<file path="src/rtl/pe_outcha_pair_scheduler.sv">
// pe_outcha_pair_scheduler
//
// Sequences one frame of output pixels for a dual-lane PE output channel.
// Pixels are issued as raster-ordered pairs: lane A carries the even pixel
// and lane B carries the odd pixel. Each issue is followed by a one-cycle gap
// so the pair-to-serial output buffer can drain lane B. When the frame has an
// odd pixel count, the final issue carries a lone pixel and is flagged.
//
// Optional feature: define PE_PAIR_SCHED_STALL_CNT_EN to add o_stall_cnt.
//
// Ports:
//   clk           clock; all state updates on its rising edge
//   rst           asynchronous active-high reset
//   i_start       one-cycle frame start request; honoured only in IDLE
//   i_ready       PE array / output buffer can accept a pair this cycle
//   o_pair_valid  a pair is issued this cycle
//   o_last_odd    qualifies o_pair_valid: lone final pixel on lane A
//   o_row         output row of the pair's even pixel
//   o_col         output column of the pair's even pixel
//   o_busy        high while the frame is being issued (ISSUE or GAP)
//   o_done        one-cycle pulse once the frame is fully issued
//   o_stall_cnt   (optional) cycles spent in ISSUE with i_ready low

module pe_outcha_pair_scheduler #(
    parameter int IN_WIDTH   = 513,
    parameter int IN_HEIGHT  = 257,
    parameter int KERNEL_0   = 3,
    parameter int KERNEL_1   = 3,
    parameter int DILATION_0 = 2,
    parameter int DILATION_1 = 2,
    parameter int PADDING_0  = 2,
    parameter int PADDING_1  = 2,
    parameter int STRIDE_0   = 1,
    parameter int STRIDE_1   = 1,
    localparam int OUT_HEIGHT =
        (IN_HEIGHT + 2*PADDING_0 - DILATION_0*(KERNEL_0-1) - 1) / STRIDE_0 + 1,
    localparam int OUT_WIDTH =
        (IN_WIDTH + 2*PADDING_1 - DILATION_1*(KERNEL_1-1) - 1) / STRIDE_1 + 1,
    localparam int OUT_PIXELS = OUT_HEIGHT * OUT_WIDTH,
    localparam int PAIRS      = (OUT_PIXELS + 1) / 2,
    localparam int ROW_W      = (OUT_HEIGHT > 1) ? $clog2(OUT_HEIGHT) : 1,
    localparam int COL_W      = (OUT_WIDTH > 1) ? $clog2(OUT_WIDTH) : 1,
    localparam int CNT_W      = $clog2(PAIRS + 1)
) (
    input  logic             clk,
    input  logic             rst,
    input  logic             i_start,
    input  logic             i_ready,
    output logic             o_pair_valid,
    output logic             o_last_odd,
    output logic [ROW_W-1:0] o_row,
    output logic [COL_W-1:0] o_col,
    output logic             o_busy,
`ifdef PE_PAIR_SCHED_STALL_CNT_EN
    output logic             o_done,
    output logic [31:0]      o_stall_cnt
`else
    output logic             o_done
`endif
);

    localparam logic [1:0] StIdle  = 2'd0;
    localparam logic [1:0] StIssue = 2'd1;
    localparam logic [1:0] StGap   = 2'd2;
    localparam logic [1:0] StDone  = 2'd3;

    localparam bit             OddFrame = (OUT_PIXELS % 2) == 1;
    localparam logic [CNT_W-1:0] LastPairIdx = CNT_W'(PAIRS - 1);
    localparam logic [CNT_W-1:0] PairsL      = CNT_W'(PAIRS);
    localparam logic [COL_W:0]   OutWidthL   = (COL_W+1)'(OUT_WIDTH);

    logic [1:0]       r_state;
    logic [1:0]       w_state_next;
    logic [CNT_W-1:0] r_cnt;
    logic [ROW_W-1:0] r_row;
    logic [COL_W-1:0] r_col;

    logic             w_issue;
    logic             w_final;
    logic             w_accept_start;
    logic [COL_W:0]   w_col_p2;
    logic [ROW_W-1:0] w_row_next;
    logic [COL_W-1:0] w_col_next;

    assign w_issue        = (r_state == StIssue) && i_ready;
    assign w_final        = (r_cnt == LastPairIdx);
    assign w_accept_start = (r_state == StIdle) && i_start;

    // One extra bit so col+2 cannot wrap before the row-boundary compare.
    assign w_col_p2 = {1'b0, r_col} + (COL_W+1)'(2);

    always_comb begin
        w_row_next = r_row;
        w_col_next = r_col;
        if (w_col_p2 < OutWidthL) begin
            w_col_next = w_col_p2[COL_W-1:0];
        end else begin
            // Modular subtraction is exact: the true result is below OUT_WIDTH.
            w_col_next = r_col + COL_W'(2) - COL_W'(OUT_WIDTH);
            w_row_next = r_row + ROW_W'(1);
        end
    end

    always_comb begin
        w_state_next = r_state;
        case (r_state)
            StIdle: begin
                if (i_start) w_state_next = StIssue;
            end
            StIssue: begin
                if (i_ready) begin
                    // A lone final pixel needs no drain gap for lane B.
                    w_state_next = (w_final && OddFrame) ? StDone : StGap;
                end
            end
            StGap: begin
                // Counter reaches PAIRS only after the final pair was issued.
                w_state_next = (r_cnt == PairsL) ? StDone : StIssue;
            end
            StDone: begin
                w_state_next = StIdle;
            end
            default: begin
                w_state_next = StIdle;
            end
        endcase
    end

    always_ff @(posedge clk or posedge rst) begin
        if (rst) begin
            r_state <= StIdle;
            r_cnt   <= '0;
            r_row   <= '0;
            r_col   <= '0;
        end else begin
            r_state <= w_state_next;
            if (w_accept_start) begin
                r_cnt <= '0;
                r_row <= '0;
                r_col <= '0;
            end else if (w_issue) begin
                r_cnt <= r_cnt + CNT_W'(1);
                r_row <= w_row_next;
                r_col <= w_col_next;
            end
        end
    end

`ifdef PE_PAIR_SCHED_STALL_CNT_EN
    logic [31:0] r_stall_cnt;

    always_ff @(posedge clk or posedge rst) begin
        if (rst) begin
            r_stall_cnt <= '0;
        end else if (w_accept_start) begin
            r_stall_cnt <= '0;
        end else if ((r_state == StIssue) && !i_ready && (r_stall_cnt != 32'hFFFF_FFFF)) begin
            r_stall_cnt <= r_stall_cnt + 32'd1;
        end
    end

    assign o_stall_cnt = r_stall_cnt;
`endif

    assign o_pair_valid = w_issue;
    assign o_last_odd   = w_issue && w_final && OddFrame;
    assign o_row        = r_row;
    assign o_col        = r_col;
    assign o_busy       = (r_state == StIssue) || (r_state == StGap);
    assign o_done       = (r_state == StDone);

endmodule

</file>
<file path="config.mk">
export PLATFORM = sky130hd
export DESIGN_NAME = pe_outcha_pair_scheduler
export DESIGN_NICKNAME = d
export VERILOG_FILES = /design/src/rtl/pe_outcha_pair_scheduler.sv
export SDC_FILE = /design/constraint.sdc
export NUM_CORES = 1
export LEC_CHECK = 0
export ABC_AREA = 1
export BUFFER_PORTS_ARGS = -buffer_cell sky130_fd_sc_hd__buf_2
export CAP_MARGIN = 40
export CORE_UTILIZATION = 59
export DETAILED_ROUTE_END_ITERATION = 16
export MAX_ROUTING_LAYER = met4
export PLACE_DENSITY = 0.8
export SLEW_MARGIN = 40
export SYNTH_ARGS = -nofsm -noshare
export SYNTH_HDL_FRONTEND = slang
export SYNTH_SLANG_ARGS = --single-unit
export TNS_END_PERCENT = 20
</file>
<file path="constraint.sdc">
create_clock -name clk -period 2.3 [get_ports clk]
set_input_delay 0.115 -clock clk [delete_from_list [all_inputs] [get_ports clk]]
set_output_delay 0.115 -clock clk [all_outputs]
set_load 0.03 [all_outputs]
</file>
Yosys cells after proc, flatten, opt, wreduce, memory -nomap -nowiden
Index checks and enable logic that the tools add are counted.
Storage, ports and cells
  word-level logic and storage cells: 39
  register bits: 38
  output and inout bits: 23
  bits of input ports: 4
Cells by class
  add/sub/neg operators: 5
  reduce and logical (&&, ||, !) cells: 8
  magnitude comparators: 1
  eq/ne operators: 8
  multiplexer cells: 13
Operators by type and width (number)
  17-bit equality test (second input constant): 2
  17-bit 2-to-1 mux: 2
  10-bit 2-to-1 mux: 3
  9-bit 2-to-1 mux: 3
  17-bit by 1-bit adder with 17-bit output (second input constant): 1
  10-bit by 2-bit adder with 11-bit output (second input constant): 1
  11-bit by 10-bit < comparator with 1-bit output (second input constant): 1
  10-bit by 2-bit adder with 10-bit output (second input constant): 1
  10-bit subtractor (second input constant): 1
  9-bit by 1-bit adder with 9-bit output (second input constant): 1
  2-bit one-hot mux with 4 select lines: 1
  2-bit 2-to-1 mux: 3
  2-bit != test (second input constant): 3
  2-bit equality test (second input constant): 2
  2-bit AND reduction: 2
  1-bit logical AND: 3
  2-bit by 1-bit equality test with 1-bit output (second input constant): 1
  2-bit logical NOT: 1
  2-bit nonzero test: 1
  1-bit logical OR: 1
  1-bit 2-to-1 mux: 1

Logic depth before layout (Yosys ltp)
Gate-level depths: netlist of run 1.
  depth after elaboration: 5
  depth in mapped cells: 14
  depth with buffers taken out: 14

Worst setup path before layout of run 1
OpenSTA, ideal clock, no wires.
  kind: reg-to-reg
  from: register r_col[2], in the netlist o_col[2]
  to: register r_col[5], in the netlist o_col[5]
  cell stages (with the launch flop): 14
  period minus slack after synthesis: 1923 ps
  required time: 2183 ps
  setup slack: 377 ps
  arrival: 1805 ps
  path buffers: 1
  setup time: 117 ps
  cells stage by stage: dfrtp_1 -> ha_1 -> nand2_2 -> inv_2 -> nor2_1 -> nor2_1 -> nand2_1 -> nor2_2 -> nand3_4 -> buf_6 -> nand3_2 -> nand2_1 -> nand3_1 -> nand2_1
Between the ends
  word-level cells in the longest chain between the ends: 5
  elaborated cells on any way between the ends: 7
  classes of those cells: 3 x add/sub; 1 x order compare; 3 x mux
Ends and longest elaborated chain
  from (decl): line 76  | logic [COL_W-1:0] r_col;
  from (signal assigned): line 144  | r_col <= w_col_next;
  10-bit by 2-bit adder with 10-bit output / 10-bit by 2-bit adder with 11-bit output (equally long branches): line 99, 90
  10-bit subtractor / 11-bit by 10-bit < comparator with 1-bit output (equally long branches): line 99, 95
  10-bit 2-to-1 mux *: line 95  | if (w_col_p2 < OutWidthL) begin
  10-bit 2-to-1 mux *: line 141  | end else if (w_issue) begin
  10-bit 2-to-1 mux *: line 137  | if (w_accept_start) begin
Mark *: on every way between the ends. The rest lies on a longest branch, timed or not. The select of a mux whose other input is x is not followed.
A chain may end at the register's enable or synchronous reset.

Worst setup path after layout of run 1
  from: register r_col[2], in the netlist o_col[2]
  to: register r_row[3], in the netlist o_row[3]
Between the ends
  word-level cells in the longest chain between the ends: 4
Ends and longest elaborated chain
  10-bit by 2-bit adder with 11-bit output: line 90  | assign w_col_p2 = {1'b0, r_col} + (COL_W+1)'(2);
  11-bit by 10-bit < comparator with 1-bit output: line 95
  2-bit != test (no line)
  2-bit AND reduction (no line)
  to (signal assigned): line 143  | r_row <= w_row_next;
  to (decl): line 75  | logic [ROW_W-1:0] r_row;
Every way passes these cells.

==> results of run 1 <==
==> per-layer routing <==
metal | vias to the layer above | track usage [%] | wire (um)
li1 | 1185 | - | -
met2 | 46 | 41.1 | 2390
met3 | 5 | 4.73 | 213
met1 | 1027 | 34.7 | 2540
met5 | - | - | 0
met4 | 0 | 8.33 | 62
==> layout make-up <==
type	instances	area (sq um)
multi-input combinational	257	1380
fill	348	1250
sequential	38	951
timing repair buffer	32	178
inverter	43	161
clock buffer	6	82.6
tap	50	62.6
clock inverter	2	12.5
==> where the power goes <==
group | total (uW) | switching [uW] | internal (uW)
registers | 875 | 116 | 760
clock network | 488 | 247 | 241
logic | 843 | 575 | 268
total | 2210 | 938 | 1270
==> worst paths after layout <==
kind / slack, ns / from / depth (start not counted) / endpoint
worst max register to register: 0.23 / o_col[2] / 10 / o_row[3]
max in group asynchronous: 1.48 / rst / 4 / o_col[5]
worst max-delay path: 0.23 / o_col[2] / 10 / o_row[3]
min in group asynchronous: 0.48 / rst / 4 / r_cnt[13]
worst min-delay path: 0.16 / i_start / 4 / r_cnt[2]
worst min register to register: 0.50 / r_cnt[16] / 1 / r_cnt[16]
==> synthesized netlist by cell type <==
master	n	area, sq um
a211oi_1	1	7.51
a21oi_1	8	40.0
a22oi_1	2	15.0
a31oi_1	3	18.8
buf_4	3	22.5
buf_6	2	22.5
clkbuf_1	3	11.3
clkinv_1	2	7.51
dfrtp_1	38	951
ha_1	12	150
inv_1	38	143
inv_2	3	11.3
nand2_1	86	323
nand2_2	5	31.3
nand2_4	1	11.3
nand3_1	37	185
nand3_2	6	60.1
nand3_4	2	35.0
nand3b_1	2	15.0
nand4_1	8	50.1
nor2_1	37	139
nor2_2	4	25.0
nor3_1	7	35.0
nor3b_1	3	22.5
nor4_1	2	12.5
o21a_1	2	15.0
o21ai_0	10	50.1
o21ai_1	5	25.0
o21ai_2	1	8.76
o22ai_1	1	6.26
or2_2	1	6.26
xnor2_1	3	26.3
xor2_1	8	70.1
==> stage by stage <==
stage                     hold WS, ns  total power [uW]  setup slack [ns]
after floorplan                 0.307              1530             0.377
after global placement          0.251              1710             0.345
after detailed placement        0.267              1730             0.258
after CTS                       0.151              2220             0.229
after global routing            0.183              2370            0.0470
final                           0.158              2210             0.235
==> sequential cells by signal, summed over array words and instances (netlist names) <==
| name | flops |
|---|---|
| r_state | 2 |
| o_row | 9 |
| r_cnt | 17 |
| o_col | 10 |
==> logic make-up after synthesis <==
logic type                 after synthesis  share of synthesized area [%]
xor gates and xnor gates                11                           3.77
DFF                                     38                           37.3
buffers and inverters                   51                           8.53
AOI/OAI and AO/OA                       33                           7.30
adders and majority gates               12                           5.88
and+or+nand+nor                        201                           37.3
==> what timing repair did <==
item | 4_1_cts | 5_1_grt
hold endpoints to repair | 38 | 0
gates resized for setup | 0 | 0
hold buffers | 1 | 0
setup endpoints to repair | 0 | 0
setup buffers | 0 | 0
==> critical path, cell delays in order (launching register included) <==
cell and delay (ns):
dfrtp_1 0.49, ha_1 0.28, nand2_2 0.08, inv_2 0.08, nand2_2 0.07, o21ai_2 0.15
nand3_2 0.30, nand3_4 0.26, nand2_4 0.10, nand2_1 0.08, nand2_1 0.06
==> impl_metrics.json, run 1 <==
{
  "finalCriticalPeriod_ns": 2.07,
  "crit_arrival_ns": 2.25,
  "fin_area_sq_um": 2830,
  "critPathKind": "reg -> reg",
  "dieArea_sq_um": 4590,
  "slew_violations": 0,
  "fin_util_pct": 69.3,
  "rsz0062_at_grt": "no",
  "routabilityCongestion": 0.904,
  "instances_no_fill": 428,
  "setup_violations": 0,
  "firstDrtPassIters": 4,
  "layout_common_cells": "86 x nand2_1, 38 x inv_1, 38 x dfrtp_1",
  "design.portCount": 27,
  "ir_drop_uv": 624,
  "hpwl_mm": 3.81,
  "cts_sinks": 38,
  "worst_pin_slew_ns": 0.473,
  "p_per_area_nw_per_um2": 779,
  "clk_pin_slew_ns": 0.08,
  "start_kind": "register",
  "grt_antenna_before_repair": 0,
  "crit_required_ns": 2.49,
  "fin_crit_sh_pct": 89.8,
  "cts_buffer_depth": 2,
  "dieHeight_um": 67.8,
  "syn_nets": 362,
  "fmaxAchievable_mhz": 484,
  "cts_tree": "built",
  "layout_commonest_cell": "nand2_1",
  "hold_viol": 0,
  "overflow": 0,
  "cts_inserted_buffers": 5,
  "cap_violations": 0,
  "syn_inst": 346,
  "antenna_cells": 0,
  "cts-root-buf": "clkbuf_8",
  "skew_ns": 0.00425,
  "drt_iter0_markers": 187,
  "cp-end-kind": "register",
  "hold_path.class": "in -> reg",
  "drc": 0,
  "relSlewSlack_pct": 68.5,
  "drive_gt1_share_pct": 16.4,
  "avgViaCountPerCell": 5.29,
  "wl_per_cell_um": 12.2,
  "path_max_fanout": 13,
  "seq_area_frac_synth_pct": 37.3,
  "start_util_pct": 62.5,
  "outcome": "finished, final reports clean",
  "yosysWarningCount": 0,
  "grt_pass1_vias": 1981,
  "gr-usage-all-layers_pct": 26.4,
  "placed_area_sq_um": 2730,
  "dp.cells": 419,
  "ys_ff_latch": 38,
  "leakage_uw": 0.00144,
  "wirelength_mm": 5.20,
  "syn_avg_cell_area_sq_um": 7.38,
  "core_sq_um": 4090,
  "area_growth_pct": 10.9,
  "grt_max_degree": 39,
  "rows": 23,
  "postRouteAntennaNets": 0,
  "num_vias": 2263,
  "grt_pass1_wl_mm": 8.82,
  "ys_types": 33,
  "portBuffers": 26,
  "fin_nets": 393,
  "fp.dieW_um": 67.8,
  "netlist_area_sq_um": 2550,
  "clock_latency_ns": 0.29,
  "htreeDepth": 2,
  "tns_ns": 0
}
No activity file was read; power rests on OpenSTA's default activity.
==> run 2, diff against run 1 <==
Settings changed: CORE_UTILIZATION 59 to 53, PLACE_DENSITY 0.8 to 0.76.
Clock period 2.3 ns to 1.9 ns, I/O delays scaled along.
==> impl_metrics.json, run 2 (synthesis results as in run 1) <==
{
  "instances_no_fill": 447,
  "finalCriticalPeriod_ns": 1.78,
  "firstDrtPassIters": 10,
  "dp.cells": 429,
  "critPathLaunch": "o_col[1]",
  "pre_cts_ws_ns": 0.0585,
  "grt_antenna_before_repair": 0,
  "fin_crit_sh_pct": 93.7,
  "hold_viol": 0,
  "cts-root-buf": "clkbuf_8",
  "grt_pass1_vias": 2242,
  "cp-end-kind": "register",
  "leakage_uw": 0.00155,
  "dieArea_sq_um": 5100,
  "worst_pin_slew_ns": 0.488,
  "wirelength_mm": 5.78,
  "p_per_area_nw_per_um2": 992,
  "skew_ns": 0.00667,
  "cts_tree": "built",
  "crit_family": "simple AND/OR/NAND/NOR gates",
  "layout_setup_ws_ns": 0.120,
  "timing.rr.start": "o_col[1]",
  "dieHeight_um": 71.4,
  "rows": 24,
  "portBuffers": 26,
  "cts_sinks": 38,
  "crit_buf_inv": 1,
  "avgViaCountPerCell": 5.31,
  "regMostFlops": "r_cnt",
  "violations": "design-rule violations",
  "crit_required_ns": 2.08,
  "overflow": 0,
  "crit_path_top_delay_cell": "dfrtp_1",
  "fin_nets": 410,
  "reg2reg_slack_ns": 0.12,
  "crit_arrival_ns": 1.96,
  "num_vias": 2374,
  "start_kind": "register",
  "outcome": "complete, but fails checks",
  "worstPathCellList": "ha_2 -> nand2_2 -> inv_2 -> nor2_1 -> nor2_1 -> nand2_1 -> nor2_2 -> nand3_4 -> nand2_2 -> nand2_1 -> nand3_1 -> o21ai_0",
  "wl_per_cell_um": 12.9,
  "grt_max_degree": 39,
  "clock_latency_ns": 0.30,
  "antenna_cells": 0,
  "htreeDepth": 2,
  "critPathKind": "reg -> reg",
  "fin_area_sq_um": 3060,
  "setup_violations": 0,
  "cts_inserted_buffers": 5,
  "drive_gt1_share_pct": 23.8,
  "start_util_pct": 56.7,
  "tns_ns": 0,
  "routabilityCongestion": 0.955,
  "slowest_delay_ns": 0.37,
  "drt_iter0_markers": 140,
  "cts_buffer_depth": 2,
  "fp.dieW_um": 71.4,
  "layout_commonest_cell": "nand2_1",
  "hold_path.class": "in -> reg",
  "fmaxAchievable_mhz": 562,
  "gr-usage-all-layers_pct": 24.6,
  "hpwl_mm": 4.08,
  "cap_violations": 0,
  "postRouteAntennaNets": 0,
  "area_growth_pct": 19.9,
  "hp-start": "i_start",
  "layout_common_cells": "85 x nand2_1, 37 x nand3_1, 36 x inv_1",
  "path_max_fanout": 8,
  "placed_area_sq_um": 2790,
  "ir_drop_uv": 671,
  "clk_pin_slew_ns": 0.08,
  "relSlewSlack_pct": 67.5,
  "core_sq_um": 4500,
  "fillCellCount": 386,
  "finalPower_uw": 3040,
  "slew_violations": 0,
  "drc": 4,
  "design.portCount": 27,
  "largest_reg_flops": 17,
  "grt_pass1_wl_mm": 9.65
}
-- run 2: cell count changes in the layout (fill, tap and decap cells not counted), sizes merged --
cell | before | now
buf | 31 | 48
bufinv | 0 | 2
clkbuf | 6 | 5
clkinvlp | 1 | 0
-- run 2: cell type report --
cell class	instances	area, sq um	share of cell area (%)
multi-input combinational	257	1420	46.4
sequential	38	956	31.2
timing repair buffer	49	320	10.5
inverter	43	163	5.31
clock buffer	5	68.8	2.25
clock inverter	3	68.8	2.25
tap	52	65.1	2.13
-- run 2: power breakdown --
| part | total [uW] | internal [uW] | switching, uW |
|---|---|---|---|
| logic | 1150 | 379 | 766 |
| clock network | 851 | 527 | 324 |
| registers | 1040 | 923 | 116 |
-- run 2: final timing paths --
check,end,depth (start not counted)
worst min-delay path,r_state[1],4
min in group asynchronous,o_row[8],4
worst min register to register,r_cnt[16],1
worst max register to register,o_col[4],12
max in group asynchronous,o_col[5],4
worst max-delay path,o_col[4],12
-- run 2: through the flow --
stage               util, %  hold WS, ns
global placement       62.0        0.236
finish                 67.9        0.206
CTS                    65.4        0.198
floorplan                 -        0.287
detailed placement     62.0        0.251
global route           67.9        0.236
-- run 2: worst reg2reg max path: cells and delay by family (launching register included) --
kind | cells | cell delay (ns)
AND/OR/NAND/NOR | 9 | 0.91
flip-flops | 1 | 0.37
adder cells (fa/ha/maj) | 1 | 0.22
buffers and inverters | 1 | 0.08
AO/OA/AOI/OAI | 1 | 0.08
-- run 2: timing repair --
action                                  in CTS  in global routing
hold endpoints to repair                    38                  0
endpoints found under the setup margin       1                 26
pin swaps                                    0                  5
resized for setup                            1                 15
gates cloned                                 0                  0
setup buffers                                0                  9
hold buffers                                 1                  0
-- run 2: per-layer routing --
layer	GRT usage (%)	vias to the layer above	routed length [um]
met1	31.7	1105	2760
met2	40.2	40	2760
met4	9.11	0	90
met5	-	-	0
li1	-	1220	-
met3	2.95	9	163
